--- src/rtl/audio_pkt_pkg.sv ---
// -----------------------------------------------------------------------------
// audio_pkt_pkg
// Shared definitions for the audio packet framer:
//   - FSM state encoding (IDLE, PAYLOAD, CHKSUM)
//   - default header sync pattern
//   - header field positions (SYNC 31:16, SEQ 15:8, LEN 7:0)
//   - build_header(): assembles the 32-bit header word
// -----------------------------------------------------------------------------
package audio_pkt_pkg;

  typedef logic [1:0] state_t;

  localparam state_t ST_IDLE    = 2'd0;
  localparam state_t ST_PAYLOAD = 2'd1;
  localparam state_t ST_CHKSUM  = 2'd2;

  localparam logic [15:0] SYNC_WORD_DEFAULT = 16'hA55A;

  localparam int HDR_SYNC_MSB = 31;
  localparam int HDR_SYNC_LSB = 16;
  localparam int HDR_SEQ_MSB  = 15;
  localparam int HDR_SEQ_LSB  = 8;
  localparam int HDR_LEN_MSB  = 7;
  localparam int HDR_LEN_LSB  = 0;

  // The length field carries PKT_LEN-1 so that a 256-word packet fits in 8 bits.
  function automatic logic [31:0] build_header(input logic [15:0] sync,
                                               input logic [7:0]  seq,
                                               input logic [7:0]  len_m1);
    logic [31:0] hdr;
    hdr = '0;
    hdr[HDR_SYNC_MSB:HDR_SYNC_LSB] = sync;
    hdr[HDR_SEQ_MSB:HDR_SEQ_LSB]   = seq;
    hdr[HDR_LEN_MSB:HDR_LEN_LSB]   = len_m1;
    return hdr;
  endfunction

endpackage

--- src/rtl/audio_pkt_out_reg.sv ---
// -----------------------------------------------------------------------------
// audio_pkt_out_reg
// Single-entry valid/ready output register. A word offered on load is captured
// whenever the slot is free (empty, or being drained this cycle); while the sink
// stalls (m_valid & !m_ready) data, sop and eop hold stable.
// Ports:
//   clk, rst_n                       clock, async active-low reset
//   load, load_data, load_sop/eop    word offered by the framer (only when slot_free)
//   m_ready                          sink ready
//   m_data, m_valid, m_sop, m_eop    registered stream outputs
//   slot_free                        register can accept a word this cycle
// -----------------------------------------------------------------------------
module audio_pkt_out_reg #(
  parameter int DATA_WIDTH = 32
) (
  input  logic                  clk,
  input  logic                  rst_n,
  input  logic                  load,
  input  logic [DATA_WIDTH-1:0] load_data,
  input  logic                  load_sop,
  input  logic                  load_eop,
  input  logic                  m_ready,
  output logic [DATA_WIDTH-1:0] m_data,
  output logic                  m_valid,
  output logic                  m_sop,
  output logic                  m_eop,
  output logic                  slot_free
);

  assign slot_free = !m_valid || m_ready;

  // On a free slot the register either takes the new word or goes empty;
  // the payload fields are only rewritten on a load so they stay put while stalled.
  always_ff @(posedge clk or negedge rst_n) begin
    if (!rst_n) begin
      m_data  <= '0;
      m_valid <= 1'b0;
      m_sop   <= 1'b0;
      m_eop   <= 1'b0;
    end else if (slot_free) begin
      m_valid <= load;
      if (load) begin
        m_data <= load_data;
        m_sop  <= load_sop;
        m_eop  <= load_eop;
      end
    end
  end

endmodule

--- src/rtl/audio_pkt_framer.sv ---
// -----------------------------------------------------------------------------
// audio_pkt_framer
// Drains the audio sample FIFO (show-ahead) one packet at a time once PKT_LEN
// words are buffered, and emits header + payload (+ optional checksum) on a
// valid/ready stream.
// Optional feature: define AUDIO_PKT_CHKSUM_EN to append a 32-bit sum of the
// payload words as a trailer word (packet becomes PKT_LEN+2 words).
// Ports:
//   clk, rst_n              clock, async active-low reset
//   enable                  allows a new packet to start (checked in IDLE only)
//   fifo_rd_data            FIFO head word
//   fifo_empty              FIFO empty flag
//   fifo_rd_water_level     FIFO occupancy
//   fifo_rd_en              FIFO pop (combinational)
//   m_data/m_valid/m_ready  output stream
//   m_sop, m_eop            packet delimiters
//   busy                    not in IDLE
//   pkt_seq                 sequence number of the next packet
//   pkt_done                pulse the cycle after the EOP word is accepted
// -----------------------------------------------------------------------------
module audio_pkt_framer
  import audio_pkt_pkg::*;
#(
  parameter int          DATA_WIDTH = 32,
  parameter int          ADDR_WIDTH = 10,
  parameter int          PKT_LEN    = 256,
  parameter logic [15:0] SYNC_WORD  = SYNC_WORD_DEFAULT
) (
  input  logic                  clk,
  input  logic                  rst_n,
  input  logic                  enable,
  input  logic [DATA_WIDTH-1:0] fifo_rd_data,
  input  logic                  fifo_empty,
  input  logic [ADDR_WIDTH:0]   fifo_rd_water_level,
  output logic                  fifo_rd_en,
  output logic [DATA_WIDTH-1:0] m_data,
  output logic                  m_valid,
  input  logic                  m_ready,
  output logic                  m_sop,
  output logic                  m_eop,
  output logic                  busy,
  output logic [7:0]            pkt_seq,
  output logic                  pkt_done
);

  localparam int                CNT_W     = 9;
  localparam logic [CNT_W-1:0]  LAST_CNT  = CNT_W'(PKT_LEN - 1);
  localparam logic [ADDR_WIDTH:0] PKT_LEVEL = (ADDR_WIDTH + 1)'(PKT_LEN);
  localparam logic [7:0]        LEN_FIELD = 8'(PKT_LEN - 1);

  state_t                  state;
  logic [CNT_W-1:0]        count;
  logic                    slot_free;
  logic                    hdr_load;
  logic                    pop;
  logic                    last_pop;
  logic                    load;
  logic                    load_sop;
  logic                    load_eop;
  logic [DATA_WIDTH-1:0]   load_data;

`ifdef AUDIO_PKT_CHKSUM_EN
  logic [31:0]             chk_sum;
  logic                    chk_load;
`endif

  assign hdr_load   = (state == ST_IDLE) && enable &&
                      (fifo_rd_water_level >= PKT_LEVEL) && slot_free;
  assign pop        = (state == ST_PAYLOAD) && slot_free && !fifo_empty;
  assign last_pop   = pop && (count == LAST_CNT);
  assign fifo_rd_en = pop;
  assign busy       = (state != ST_IDLE);

`ifdef AUDIO_PKT_CHKSUM_EN
  assign chk_load   = (state == ST_CHKSUM) && slot_free;
`endif

  // Select the word offered to the output register. A stall on the FIFO side
  // simply offers nothing, so no bubble word is ever inserted.
  always_comb begin
    load      = 1'b0;
    load_data = '0;
    load_sop  = 1'b0;
    load_eop  = 1'b0;
    if (hdr_load) begin
      load      = 1'b1;
      load_data = DATA_WIDTH'(build_header(SYNC_WORD, pkt_seq, LEN_FIELD));
      load_sop  = 1'b1;
    end else if (pop) begin
      load      = 1'b1;
      load_data = fifo_rd_data;
`ifdef AUDIO_PKT_CHKSUM_EN
      load_eop  = 1'b0;
`else
      load_eop  = last_pop;
`endif
    end
`ifdef AUDIO_PKT_CHKSUM_EN
    else if (chk_load) begin
      load      = 1'b1;
      load_data = DATA_WIDTH'(chk_sum);
      load_eop  = 1'b1;
    end
`endif
  end

  // Packet sequencing: the header load bumps pkt_seq, each pop advances the
  // payload count, and the final pop ends the packet (or moves to the trailer).
  always_ff @(posedge clk or negedge rst_n) begin
    if (!rst_n) begin
      state   <= ST_IDLE;
      count   <= '0;
      pkt_seq <= 8'd0;
    end else begin
      case (state)
        ST_IDLE: begin
          if (hdr_load) begin
            state   <= ST_PAYLOAD;
            count   <= '0;
            pkt_seq <= pkt_seq + 8'd1;
          end
        end
        ST_PAYLOAD: begin
          if (pop) begin
            count <= count + CNT_W'(1);
            if (last_pop) begin
`ifdef AUDIO_PKT_CHKSUM_EN
              state <= ST_CHKSUM;
`else
              state <= ST_IDLE;
`endif
            end
          end
        end
        ST_CHKSUM: begin
`ifdef AUDIO_PKT_CHKSUM_EN
          if (chk_load) state <= ST_IDLE;
`else
          state <= ST_IDLE;
`endif
        end
        default: state <= ST_IDLE;
      endcase
    end
  end

`ifdef AUDIO_PKT_CHKSUM_EN
  // Running sum of the low 32 bits of each payload word, restarted per packet.
  always_ff @(posedge clk or negedge rst_n) begin
    if (!rst_n) begin
      chk_sum <= 32'd0;
    end else if (hdr_load) begin
      chk_sum <= 32'd0;
    end else if (pop) begin
      chk_sum <= chk_sum + fifo_rd_data[31:0];
    end
  end
`endif

  // pkt_done follows the handshake of the EOP word by one cycle.
  always_ff @(posedge clk or negedge rst_n) begin
    if (!rst_n) begin
      pkt_done <= 1'b0;
    end else begin
      pkt_done <= m_valid && m_ready && m_eop;
    end
  end

  audio_pkt_out_reg #(
    .DATA_WIDTH(DATA_WIDTH)
  ) u_out_reg (
    .clk       (clk),
    .rst_n     (rst_n),
    .load      (load),
    .load_data (load_data),
    .load_sop  (load_sop),
    .load_eop  (load_eop),
    .m_ready   (m_ready),
    .m_data    (m_data),
    .m_valid   (m_valid),
    .m_sop     (m_sop),
    .m_eop     (m_eop),
    .slot_free (slot_free)
  );

endmodule
--- config.mk ---
export PLATFORM = sky130hd
export DESIGN_NAME = audio_pkt_framer
export DESIGN_NICKNAME = d
export VERILOG_FILES = /design/src/rtl/audio_pkt_pkg.sv /design/src/rtl/audio_pkt_out_reg.sv /design/src/rtl/audio_pkt_framer.sv
export SDC_FILE = /design/constraint.sdc
export NUM_CORES = 1
export LEC_CHECK = 0
export CORE_MARGIN = 2
export CORE_UTILIZATION = 46
export CTS_CLUSTER_SIZE = 28
export DETAILED_ROUTE_END_ITERATION = 6
export PLACE_DENSITY = 0.91
export SYNTH_ARGS = -nofsm -noshare
export SYNTH_HDL_FRONTEND = slang
export SYNTH_SLANG_ARGS = --single-unit
--- constraint.sdc ---
create_clock -name clk -period 4 [get_ports clk]
set_input_delay 1 -clock clk [delete_from_list [all_inputs] [get_ports clk]]
set_output_delay 1 -clock clk [all_outputs]
set_load 0.005 [all_outputs]
==> run metrics <==
outcome=completed; area of placed instances=about 3200 µm²; Setup Skew=about 0.0043 ns; Die Y=74.8 µm; clk slew on worst S/H paths=approximately 0.09 ns; max-slew violations=0; r2r startpoint=u_out_reg.m_valid$_DFFE_PN0N_; total track usage=21.2%; cell row count=25; Worst Setup End Kind=output port; Switching Share=28.1%; asr flop ratio synth=100%; first-pass iteration count of the detailed router=4; initial antenna violation count=0; syn_area_per_cell=between 10 and 15 µm²; HP Class=reg -> reg; GR Overflow Total=0; crit path DAT=approximately 2.6 ns; Pleak=about 1.5 nW; Psw=just over 500 µW; top-area cell type share of the netlist area=between 50% and 60%; unrepaired setup endpoints after global routing=no; PD cells=between 500 and 600 nW/µm²; Reg power frac=between 40 and 50%; power share of the combinational group=31.6%; power share of the clock group=between 20 and 25%; CP Data Required Time=3.00 ns; Port Buf Inserts=85; layout cells sized above 1=under 10%; flop-to-flop setup slack=1.91 ns; Hold-fix buffers, CTS=0; Clock Path Buffers=2; peak supply drop=0.000340 V; syn_nets=between 200 and 300; TritonCTS clock tree=built; post-cts repair resize count=0; Die W=74.8 µm; clk sink count=54; die area=about 5600 µm²; Total Wirelength=approximately 5.4 mm; Cells after DPL=364; part of the cycle the worst path needs=roughly nine tenths; vias per cell=5.02; MaxCap Viol Count=0; internal power=approximately 1.3 mW; critical path type=in -> out; yosys warns=0; minimum clock period=3.64 ns; Routed wire per std cell=14.5 µm; via count=1869; EDFF count, synth=0; GP Congestion=approximately 0.76; Slew Limit Headroom=~53%; CTS Root Cell=clkbuf_8; post-CTS setup buffers=0; initial core utilization=roughly half; placed wire-length estimate=~3.7 mm; Tot Pwr=about 1.8 mW; Yosys reg bits=54; IO Count=94; Seq/Total Area, Yosys=around three fifths; post-synth design cell area=approximately 2300 µm²; Distinct cells, synth=33; commonest cells in the netlist=54 x dfrtp_1, 53 x nand2_1, 24 x o21ai_0; vias in the first global route=roughly 1900; type of origin of the critical path=input pin; Starting DRT DRC Count=between 100 and 150; largest cells by area after synthesis=dfrtp_1 59%, nand2_1 8.6%, o21ai_0 5.2%; DRC viols=0; htree depth=2; CORE AREA=approximately 4800 µm²; total negative slack=0 ns; largest net degree at the start of global routing=between 50 and 60; Mapped Cells=about 220; first-pass GRT wire length=around 8.8 mm; final setup vio count=0; Nets=roughly 360; final design utilization=a little over two thirds; CP Launch Point=m_ready; Main synth FF type=dfrtp_1; Hold Crit Start=u_out_reg.m_data[8]$_DFFE_PN0P_; CTS buffer count=5; Fillers=approximately 380; Synth area leader=dfrtp_1; Final Cell Area=between 3000 and 4000 µm²; antenna cells=0; FMAX=~270 MHz; antenna viol nets, final=0; worst-skew pair later-pin latency=between 0.3 and 0.4 ns; final hold violations=0; Synth-to-Final Area Change=44.5%; Worst Path Max Fanout=8; fin cells=about 370; worst-margin pin slew=0.710 ns; top-count cell post-synth=dfrtp_1
[layout make-up]
class | count | area, µm² | share of cell area [%]
Tap cell | 67 | 83.8 | 2.52
Clock buffer | 6 | 82.6 | 2.48
Multi-Input combinational cell | 152 | 871 | 26.1
Clock inverter | 2 | 60.1 | 1.80
Inverter | 2 | 7.51 | 0.225
Timing Repair Buffer | 89 | 876 | 26.3
Sequential cell | 54 | 1350 | 40.6
[sequential cells by signal (all words and copies together) (netlist names)]
| register | flops |
|---|---|
| pkt_done | 1 |
| count | 9 |
| u_out_reg.m_eop | 1 |
| state | 1 |
| u_out_reg.m_valid | 1 |
| u_out_reg.m_data | 32 |
| pkt_seq | 8 |
| u_out_reg.m_sop | 1 |
[logic make-up (layout without fill, tap and decap cells)]
group,after synthesis,after routing,share of synthesized area (%)
AND/OR/NAND/NOR,90,90,18.2
XOR/XNOR,12,12,4.56
multiplexers,3,3,1.41
AO/OA/AOI/OAI,44,44,11.9
flip-flops,54,54,58.6
adder cells (fa/ha/maj),3,3,1.63
buffers and inverters,15,99,3.63
[worst paths after layout]
| kind | end | depth (start not counted) |
|---|---|---|
| worst max-delay path | fifo_rd_en | 5 |
| worst min-delay path | u_out_reg.m_data[8]$_DFFE_PN0P_ | 1 |
| worst max register to register | count[0]$_DFFE_PN0P_ | 6 |
| worst min register to register | u_out_reg.m_data[8]$_DFFE_PN0P_ | 1 |
| max in group asynchronous | count[2]$_DFFE_PN0P_ | 2 |
| min in group asynchronous | u_out_reg.m_data[10]$_DFFE_PN0P_ | 1 |
[power by group through the flow]
stage	clock network, mW	registers, mW	logic, mW
2_1_floorplan	0	0.813	0.222
3_3_place_gp	0	0.814	0.570
3_5_place_dp	0	0.820	0.586
4_1_cts	0.451	0.814	0.589
5_1_grt	0.475	0.834	0.644
6_report	0.443	0.814	0.580
[cell usage in the layout, fill, tap and decap left out, types with 2 or more instances in the layout]
cell             Yosys  layout
a21o_1               8       8
a21oi_1              2       2
a22o_1               9       9
and3_1               3       3
buf_4                6       4
bufinv_16            0       2
clkbuf_8             0       6
clkdlybuf4s50_1      0      84
dfrtp_1             54      54
ha_1                 3       3
mux2_2               2       2
nand2_1             53      53
nand2b_1             2       2
nand3_1              7       7
nand4_1              3       3
nor2_1               9       9
nor3_1               2       2
nor4_1               2       2
o21ai_0             24      24
xnor2_1             11      11
[routing by layer]
metal	routed length (µm)	GRT usage (%)	vias to the layer above
met3	279	4.82	8
li1	-	-	910
met5	0	0	-
met1	2210	25.5	901
met2	2820	37.0	50
met4	93	8.33	0
[per-stage QoR]
stage | worst slack, ns | hold slack (ns)
after floorplan | 1.08 | 0.468
after global placement | 0.348 | 0.460
after detailed placement | 0.361 | 0.464
after CTS | 0.350 | 0.485
after global routing | 0.224 | 0.512
final | 0.361 | 0.482
[critical path: stages]
cell	delay (ns)
clkdlybuf4s50_1	0.41
nor2b_1	0.48
or2_1	0.23
inv_2	0.04
clkdlybuf4s50_1	0.46
(Power assumes the default switching activity.)
